[config.mk]
export PLATFORM = sky130hd
export DESIGN_NAME = score_display_scanner
export DESIGN_NICKNAME = d
export VERILOG_FILES = /design/src/rtl/score_disp_pkg.sv /design/src/rtl/bin2bcd_seq.sv /design/src/rtl/score_display_scanner.sv
export SDC_FILE = /design/constraint.sdc
export NUM_CORES = 1
export LEC_CHECK = 0
export CAP_MARGIN = 20
export CORE_MARGIN = 3
export CORE_UTILIZATION = 60
export CTS_CLUSTER_SIZE = 14
export DETAILED_ROUTE_END_ITERATION = 10
export MAX_ROUTING_LAYER = met4
export PLACE_DENSITY = 0.8
export SYNTH_ARGS = -nofsm -noshare
export SYNTH_HDL_FRONTEND = slang
export SYNTH_SLANG_ARGS = --single-unit
[constraint.sdc]
create_clock -name clk -period 3.7 [get_ports clk]
set_input_delay 0.74 -clock clk [delete_from_list [all_inputs] [get_ports clk]]
set_output_delay 0.74 -clock clk [all_outputs]
set_load 0.05 [all_outputs]
[src/rtl/score_disp_pkg.sv]
// rtl/score_disp_pkg.sv - shared constants, converter states and 7-segment encoder
package score_disp_pkg;

    localparam int         DIGITS    = 4;
    localparam logic [6:0] SEG_BLANK = 7'h7F;

    typedef enum logic [1:0] {
        ST_IDLE  = 2'd0,
        ST_LOAD  = 2'd1,
        ST_SHIFT = 2'd2,
        ST_DONE  = 2'd3
    } conv_state_t;

    // Active-low {g,f,e,d,c,b,a}; anything outside 0..9 is blank.
    function automatic logic [6:0] seg7_enc(input logic [3:0] d);
        case (d)
            4'd0:    return 7'h40;
            4'd1:    return 7'h79;
            4'd2:    return 7'h24;
            4'd3:    return 7'h30;
            4'd4:    return 7'h19;
            4'd5:    return 7'h12;
            4'd6:    return 7'h02;
            4'd7:    return 7'h78;
            4'd8:    return 7'h00;
            4'd9:    return 7'h10;
            default: return SEG_BLANK;
        endcase
    endfunction

endpackage

[src/rtl/bin2bcd_seq.sv]
// rtl/bin2bcd_seq.sv - sequential double-dabble, one bit per clk, two BCD digits out
module bin2bcd_seq #(
    parameter int SCORE_W = 7
) (
    input  logic               clk,
    input  logic               reset,
    input  logic               start,
    input  logic [SCORE_W-1:0] bin,
    output logic               busy,
    output logic               done,
    output logic [7:0]         bcd
);
    localparam int CNT_W = $clog2(SCORE_W + 1);

    logic [SCORE_W-1:0] r_bin;
    logic [7:0]         r_bcd;
    logic [CNT_W-1:0]   r_cnt;
    logic               r_busy;
    logic               r_done;
    logic [7:0]         w_adj;

    // Input is pre-saturated to <=99, so the hundreds bit shifted out of the tens nibble is always 0.
    always_comb begin
        w_adj = r_bcd;
        if (r_bcd[3:0] >= 4'd5) w_adj[3:0] = r_bcd[3:0] + 4'd3;
        if (r_bcd[7:4] >= 4'd5) w_adj[7:4] = r_bcd[7:4] + 4'd3;
    end

    always_ff @(posedge clk or posedge reset) begin
        if (reset) begin
            r_bin  <= '0;
            r_bcd  <= '0;
            r_cnt  <= '0;
            r_busy <= 1'b0;
            r_done <= 1'b0;
        end else begin
            r_done <= 1'b0;
            if (start) begin
                r_bin  <= bin;
                r_bcd  <= '0;
                r_cnt  <= '0;
                r_busy <= 1'b1;
            end else if (r_busy) begin
                {r_bcd, r_bin} <= {w_adj, r_bin} << 1;
                r_cnt          <= r_cnt + 1'b1;
                if (r_cnt == CNT_W'(SCORE_W - 1)) begin
                    r_busy <= 1'b0;
                    r_done <= 1'b1;
                end
            end
        end
    end

    assign busy = r_busy;
    assign done = r_done;
    assign bcd  = r_bcd;

endmodule

[src/rtl/score_display_scanner.sv]
// rtl/score_display_scanner.sv - saturate two scores, convert to BCD, scan four 7-seg digits
module score_display_scanner
    import score_disp_pkg::*;
#(
    parameter int SCORE_W     = 7,
    parameter int SCORE_MAX   = 99,
    parameter int REFRESH_DIV = 100000,
    parameter int LZ_BLANK    = 1
) (
    input  logic               clk,
    input  logic               reset,
    input  logic [SCORE_W-1:0] score_l,
    input  logic [SCORE_W-1:0] score_r,
    output logic [6:0]         seg,
    output logic [3:0]         an,
    output logic               dp
);
    localparam int                 REF_W = $clog2(REFRESH_DIV);
    localparam int                 IDX_W = $clog2(DIGITS);
    localparam logic [SCORE_W-1:0] SAT   = SCORE_W'(SCORE_MAX);

    conv_state_t        r_state;
    logic               r_pending;
    logic [SCORE_W-1:0] r_snap_l, r_snap_r;
    logic [7:0]         r_bcd_l, r_bcd_r;
    logic [REF_W-1:0]   r_ref_cnt;
    logic [IDX_W-1:0]   r_idx;
    logic [6:0]         r_seg;
    logic [3:0]         r_an;
    logic               r_dp;

    logic [SCORE_W-1:0] w_sat_l, w_sat_r;
    logic               w_changed, w_start, w_tick;
    logic               w_busy_l, w_busy_r, w_done_l, w_done_r;
    logic [7:0]         w_bcd_l, w_bcd_r;
    logic [3:0]         w_digit, w_an;
    logic               w_is_tens, w_dp;
    logic [6:0]         w_seg;

    assign w_sat_l   = (score_l > SAT) ? SAT : score_l;
    assign w_sat_r   = (score_r > SAT) ? SAT : score_r;
    assign w_changed = (w_sat_l != r_snap_l) || (w_sat_r != r_snap_r);
    // The converters are kicked on the IDLE->LOAD edge, together with the snapshot.
    assign w_start   = (r_state == ST_IDLE) && (r_pending || w_changed);
    assign w_tick    = (r_ref_cnt == REF_W'(REFRESH_DIV - 1));

    bin2bcd_seq #(.SCORE_W(SCORE_W)) u_conv_l (
        .clk(clk), .reset(reset), .start(w_start), .bin(w_sat_l),
        .busy(w_busy_l), .done(w_done_l), .bcd(w_bcd_l)
    );

    bin2bcd_seq #(.SCORE_W(SCORE_W)) u_conv_r (
        .clk(clk), .reset(reset), .start(w_start), .bin(w_sat_r),
        .busy(w_busy_r), .done(w_done_r), .bcd(w_bcd_r)
    );

    always_ff @(posedge clk or posedge reset) begin
        if (reset) begin
            r_state   <= ST_IDLE;
            r_pending <= 1'b1;
            r_snap_l  <= '0;
            r_snap_r  <= '0;
            r_bcd_l   <= '0;
            r_bcd_r   <= '0;
        end else begin
            case (r_state)
                ST_IDLE: if (w_start) begin
                    r_snap_l <= w_sat_l;
                    r_snap_r <= w_sat_r;
                    r_state  <= ST_LOAD;
                end
                ST_LOAD:  r_state <= ST_SHIFT;
                ST_SHIFT: if (w_done_l && w_done_r && !(w_busy_l || w_busy_r)) r_state <= ST_DONE;
                default: begin
                    r_bcd_l   <= w_bcd_l;
                    r_bcd_r   <= w_bcd_r;
                    r_pending <= 1'b0;
                    r_state   <= ST_IDLE;
                end
            endcase
        end
    end

    always_ff @(posedge clk or posedge reset) begin
        if (reset) begin
            r_ref_cnt <= '0;
            r_idx     <= '0;
        end else if (w_tick) begin
            r_ref_cnt <= '0;
            r_idx     <= r_idx + 1'b1;
        end else begin
            r_ref_cnt <= r_ref_cnt + 1'b1;
        end
    end

    always_comb begin
        w_digit   = r_bcd_r[3:0];
        w_is_tens = 1'b0;
        w_an      = 4'b1110;
        w_dp      = 1'b1;
        case (r_idx)
            2'd0: w_an = 4'b1110;
            2'd1: begin w_digit = r_bcd_r[7:4]; w_is_tens = 1'b1; w_an = 4'b1101; end
            2'd2: begin w_digit = r_bcd_l[3:0]; w_an = 4'b1011; w_dp = 1'b0; end
            default: begin w_digit = r_bcd_l[7:4]; w_is_tens = 1'b1; w_an = 4'b0111; end
        endcase
        w_seg = (w_is_tens && (LZ_BLANK != 0) && (w_digit == 4'd0)) ? SEG_BLANK : seg7_enc(w_digit);
    end

    always_ff @(posedge clk or posedge reset) begin
        if (reset) begin
            r_seg <= SEG_BLANK;
            r_an  <= 4'hF;
            r_dp  <= 1'b1;
        end else begin
            r_seg <= w_seg;
            r_an  <= w_an;
            r_dp  <= w_dp;
        end
    end

    assign seg = r_seg;
    assign an  = r_an;
    assign dp  = r_dp;

endmodule
==> flow_metrics.py, run 1 <==
metrics = {
    "routing": {
        "wl_um": 8880,
        "drt-pass1-iter-count": 4,
        "initialDrtViolationCount": 187,
        "antenna_left": 0,
        "vias": 3377,
        "wl_per_cell_um": 14.6,
        "drc": 0,
        "drt-vias-per-instance": 5.55,
    },
    "clock_network": {
        "clock-sinks": 103,
        "cts_made_buffers": 9,
        "h-tree-depth": 3,
        "clk_path_buf_depth": 2,
        "cts_tree": "built",
        "clk_pin_slew_ps": 90,
        "cts_resized": 0,
        "worstSkewPairLatency_ps": 350,
        "hold_buffers": 0,
        "cts_setup_buffers": 0,
        "cts_root_buf": "clkbuf_8",
    },
    "timing": {
        "fin_skew_ps": 6.26,
        "setup_tns_ps": 0,
        "min_period_ps": 3070,
        "max_freq_mhz": 326,
        "rsz0062_at_grt": "no",
        "tightest_slew_ps": 775,
        "holdWs_ps": 490,
        "slew_headroom_pct": 48.3,
        "finalSetupViolations": 0,
        "finalHoldViolCount": 0,
        "post-route-period-util_pct": 83.0,
        "drv_slew": 0,
    },
    "global_route": {
        "gr-total-overflow": 0,
        "grt_usage_pct": 20.2,
        "grt_pass1_vias": 3378,
        "grt_max_degree": 79,
        "antenna_found_initial": 0,
        "grt_pass1_wl_um": 15800,
    },
    "synthesis": {
        "seq_area_frac_synth_pct": 49.8,
        "syn_avg_cell_area_um2": 11.0,
        "synthArstFlopShare_pct": 100,
        "synth_nets": 512,
        "ys.flop_type": "dfrtp_1",
        "synth_edf_count": 0,
        "yosysWarnings": 0,
        "synth_area_um2": 5200,
        "synth_cell_types": 53,
        "syn_inst": 471,
        "synth_seq_cells": 103,
    },
    "worst_setup_path": {
        "cp-start-kind": "input port",
        "reg2reg_to": "seg[0]",
        "cp_max_fo": 12,
        "path_cells": "clkdlybuf4s50_1 > nand2_1 > o311a_1 > a211o_1 > o21ai_0 > o21a_1 > mux2_2",
        "arrival_ps": 3320,
        "critical_path_depth": 7,
        "critical_path.top_delay_family": "compound AO/OA/AOI/OAI gates",
        "r2r-start": "r_idx[0]",
        "r2r_slack_ps": 1210,
        "reg2reg_depth": 10,
        "critPathKind": "in2reg",
        "critPathMaxStageDelay_ps": 580,
        "crit_slowest_cell": "clkdlybuf4s50_1",
        "required_ps": 3950,
        "path_buf_inv": 1,
        "setup.worst_path.end_class": "flop",
    },
    "final_layout": {
        "num-fill-cells": 614,
        "layout_commonest_cell": "dfrtp_1",
        "syn_to_final_growth_pct": 10.1,
        "layout_common_cells": "dfrtp_1 (91), nor2_1 (45), mux2_2 (37), nand2_1 (32), inv_1 (31)",
        "fin_nets": 540,
        "drive_gt1_share_pct": 15.3,
        "diodes": 0,
    },
    "min_path": {
        "holdCritPathClass": "reg2reg",
        "min_from": "r_ref_cnt[4]",
        "whs_path_depth": 1,
        "hold_path_end": "r_ref_cnt[4]",
    },
    "pwr": {
        "power.total_uw": 4290,
        "p_per_area_nw_per_um2": 749,
        "leakage_uw": 0.00272,
        "peakVddDrop_uv": 357,
    },
    "die": {
        "io_pins": 28,
        "initial_utilization_pct": 62.7,
        "die_y_um": 99.1,
        "die-area_um2": 9820,
        "rows": 33,
        "die_w_um": 99.1,
        "fp.coreArea_um2": 8300,
    },
    "run_status": {
        "status": "completed",
    },
    "placement": {
        "numPortBuffers": 27,
        "gp_congestion": 0.885,
        "dpl.hpwl_um": 6290,
    },
    "job": {
        "drv_cap": 0,
    },
}
-- worst max path at each step --
stage	start	to	slack (ps)
floorplan	reset	r_bcd_l[0]	280
detailed placement	score_l[6]	r_snap_r[4]	240
finish	score_l[6]	r_snap_r[4]	630
global route	score_l[6]	u_conv_r.bcd[4]	440
CTS	score_l[6]	r_snap_r[3]	630
global placement	score_l[6]	r_snap_r[2]	320
-- cells in the mapped netlist (4+ instances only) --
master     n  area share (%)
nand2b_1   6            0.72
mux2_2    37             8.0
nor3_1     6            0.58
nand3_1   11             1.1
a21oi_1   23             2.2
nor2_1    45             3.2
ha_1      25             6.0
xnor2_1   17             2.9
xor2_1    18             3.0
nor2b_1    5            0.60
and3_1     5            0.60
o21ai_0   18             1.7
a222oi_1   4            0.77
mux2i_1   26             5.0
dfstp_2   12             6.1
nand2_1   32             2.3
clkbuf_1   5            0.36
dfrtp_1   91              44
inv_1     32             2.3
-- cell type report --
class / instances / area [µm²] / area share, %
repair buffers: 32 / 320 / 5.59
well taps: 105 / 131 / 2.29
clock buffers: 13 / 159 / 2.77
inverters: 32 / 123 / 2.14
clock inverters: 3 / 17.5 / 0.306
flip-flops and latches: 103 / 2590 / 45.3
multi-input cells: 321 / 2380 / 41.6
-- power breakdown --
group          internal [µW]  total (µW)  switching (µW)
Sequential              1530        1840             309
Combinational            881        1810             933
Clock                    280         635             355
Total                   2690        4290            1600
-- metal layers --
metal / global-route usage [%] / part of all wire (%) / vias to the layer above
li1: - / - / 1671
met1: 27.5 / 48 / 1659
met2: 31.6 / 48 / 41
met3: 4.63 / 3.2 / 6
met4: 4.10 / 0.73 / 0
met5: - / 0 / -
-- through the flow --
stage          util (%)  cell area (µm²)  cells  worst slack (ps)
5_1_grt            69.0             5730    609               436
3_5_place_dp       66.9             5550    593               242
6_report           69.0             5730    609               630
4_1_cts            69.0             5730    609               625
3_3_place_gp       66.9             5550    593               321
2_1_floorplan         -             5200    471               276
-- worst reg2reg max path: cells and delay by family, from the launching register on --
family / cells / cell delay [ps]
fa+ha+maj: 2 / 480
simple gates: 2 / 510
buf+inv: 2 / 260
flops: 1 / 410
compound gates: 4 / 770
-- state kept, by name, indices dropped and copies added (netlist names), 2 cells and up --
name            count
r_bcd_l             8
an                  3
r_snap_r            7
r_idx               2
seg                 7
u_conv_l.r_cnt      3
r_state             2
r_bcd_r             8
r_snap_l            7
u_conv_l.r_bin      7
u_conv_r.r_cnt      3
u_conv_r.r_bin      7
r_ref_cnt          17
u_conv_r.bcd        8
u_conv_l.bcd        8
-- cells by family (layout without fill, tap and decap cells) --
group	after synthesis	in the layout	synth area share [%]
buf+inv	47	80	4.33
mux	64	64	13.2
xor+xnor	35	35	5.89
simple gates	130	130	12.3
compound gates	67	67	8.42
flops	103	103	49.8
fa+ha+maj	25	25	6.01
(Power assumes the default switching activity.)
==> inputs of run 2 (changes only) <==
==> constraint.sdc (replaced) <==
create_clock -name clk -period 3 [get_ports clk]
set_input_delay 0.6 -clock clk [delete_from_list [all_inputs] [get_ports clk]]
set_output_delay 0.6 -clock clk [all_outputs]
set_load 0.05 [all_outputs]
==> run 2 against run 1 <==
Against the previous run: via count increased by 3.5%; routed wire length increased by 0.99%; hold slack got worse by 3.1 ps; setup slack got worse by 350 ps; global-route usage about the same; non-clock buffer count increased by 18; largest power group is now combinational cells; highest routed layer unchanged.
==> flow_metrics.py, run 2 (same netlist as run 1, synthesis figures left out) <==
metrics = {
    "run_status": {
        "status": "completed",
    },
    "routing": {
        "drt-pass1-iter-count": 5,
        "drc": 0,
        "wl_per_cell_um": 14.3,
        "drt-vias-per-instance": 5.58,
        "wl_um": 8970,
        "antenna_left": 0,
        "initialDrtViolationCount": 146,
        "vias": 3496,
    },
    "global_route": {
        "grt_use_met2_pct": 31.5,
        "grt.busiest_layer": "met2",
        "antenna_found_initial": 0,
        "grt_usage_pct": 20.3,
        "gr-total-overflow": 0,
        "grt.met3_usage_pct": 4.70,
        "grt_pass1_vias": 3422,
        "grt_pass1_wl_um": 15700,
        "met1_usage_pct": 27.0,
        "grt_max_degree": 56,
    },
    "final_layout": {
        "num-fill-cells": 601,
        "layout_common_cells": "dfrtp_1 (91), nor2_1 (45), mux2_2 (37), nand2_1 (32), inv_1 (31)",
        "largest_reg_flops": 17,
        "syn_to_final_growth_pct": 13.3,
        "drive_gt1_share_pct": 18.4,
        "fin_area_um2": 5890,
        "utilization_pct": 71.0,
        "layout_commonest_cell": "dfrtp_1",
        "diodes": 0,
        "regMostFlops": "r_ref_cnt",
        "fin_nets": 558,
    },
    "placement": {
        "dpl-instance-area_um2": 5700,
        "dpl.hpwl_um": 6560,
        "numPortBuffers": 27,
        "gp_congestion": 0.932,
    },
    "worst_setup_path": {
        "arrival_ps": 2960,
        "cp-start-kind": "input port",
        "reg2reg_to": "seg[0]",
        "critPathMaxStageDelay_ps": 510,
        "cp-endpoint": "r_state[1]",
        "reg2reg_depth": 10,
        "cp_max_fo": 4,
        "cpMostUsedCell": "buf_4",
        "critPathKind": "in2reg",
        "crit_slowest_cell": "clkdlybuf4s50_1",
        "path_cells": "clkdlybuf4s50_1 > buf_4 > o311a_1 > a31oi_1 > nor4_1 > o21ai_0 > buf_4 > o32ai_1 > mux2_2",
        "setup.worst_path.end_class": "flop",
        "r2r_slack_ps": 460,
        "required_ps": 3240,
        "crit_start": "score_r[5]",
        "r2r-start": "r_idx[0]",
    },
    "clock_network": {
        "clock-sinks": 103,
        "cts_root_buf": "clkbuf_8",
        "cts_tree": "built",
        "cts_made_buffers": 9,
        "clk_pin_slew_ps": 90,
        "clk_path_buf_depth": 2,
        "h-tree-depth": 3,
        "cts_setup_buffers": 0,
        "hold_buffers": 0,
        "cts_resized": 0,
        "worstSkewPairLatency_ps": 360,
    },
    "timing": {
        "post-route-period-util_pct": 90.8,
        "tightest_slew_ps": 815,
        "max_freq_mhz": 367,
        "finalSetupViolations": 0,
        "fin_skew_ps": 12.3,
        "holdWs_ps": 487,
        "finalHoldViolCount": 0,
        "slew_headroom_pct": 45.7,
        "rsz0062_at_grt": "no",
        "drv_slew": 0,
        "min_period_ps": 2720,
        "setup_tns_ps": 0,
    },
    "die": {
        "die-area_um2": 9820,
        "fp.coreArea_um2": 8300,
        "die_w_um": 99.1,
        "initial_utilization_pct": 62.7,
        "rows": 33,
        "io_pins": 28,
        "die_y_um": 99.1,
    },
    "job": {
        "drv_cap": 0,
    },
    "pwr": {
        "p_per_area_nw_per_um2": 924,
        "peakVddDrop_uv": 414,
        "power.total_uw": 5440,
        "leakage_uw": 0.00282,
    },
    "min_path": {
        "holdCritPathClass": "reg2reg",
    },
}
## run 2: power by group
part / leakage (µW) / switching [µW] / internal (µW)
combinational: 0.00143 / 1170 / 1160
sequential: 0.00129 / 372 / 1890
clock: 0.000101 / 466 / 391
total: 0.00282 / 2010 / 3440
## run 2: metrics by stage
step           instances  worst slack, ps
2_1_floorplan        471              418
6_report             627              276
5_1_grt              627              146
3_3_place_gp         611            -32.0
3_5_place_dp         611            -74.5
4_1_cts              627              297
## run 2: critical path: cells and delay by family
| family | cells | cell delay (ps) |
|---|---|---|
| mux | 1 | 380 |
| buf+inv | 3 | 830 |
| simple gates | 1 | 340 |
| compound gates | 4 | 810 |
## run 2: area by class of cell
cell class                      count  area, µm²  share of cell area, %
Sequential cell                   103       2590                   44.0
Multi-Input combinational cell    321       2380                   40.4
Timing Repair Buffer               50        468                   7.94
Tap cell                          105        131                   2.23
Clock buffer                       10        128                   2.17
Inverter                           32        124                   2.10
Clock inverter                      6       66.3                   1.13
## run 2: per-layer routing
layer  share of wire [%]  vias up
li1                    -     1713
met4                 1.1        0
met2                  49       60
met5                   0        -
met1                  46     1715
met3                 3.7        8
## run 2: how the worst min path moves through the flow
| stage | start | endpoint | slack (ps) | depth (start not counted) |
|---|---|---|---|---|
| 2_1_floorplan | r_ref_cnt[14] | r_ref_cnt[14] | 450 | 1 |
| 3_3_place_gp | r_pending | r_pending | 470 | 1 |
| 3_5_place_dp | r_pending | r_pending | 470 | 1 |
| 4_1_cts | r_pending | r_pending | 490 | 1 |
| 5_1_grt | r_pending | r_pending | 500 | 1 |
| 6_report | r_pending | r_pending | 490 | 1 |
==> inputs of run 3 (changes only) <==
--- a/config.mk
+++ b/config.mk
@@ -5,10 +5,10 @@
 export SDC_FILE = /design/constraint.sdc
 export NUM_CORES = 1
 export LEC_CHECK = 0
+export ABC_CLOCK_PERIOD_IN_PS = 3000
 export CAP_MARGIN = 20
 export CORE_MARGIN = 3
 export CORE_UTILIZATION = 60
-export CTS_CLUSTER_SIZE = 14
 export DETAILED_ROUTE_END_ITERATION = 10
 export MAX_ROUTING_LAYER = met4
 export PLACE_DENSITY = 0.8
==> results of run 3 <==
No change in the layout: final DEF, timing and power equal those of run 2.
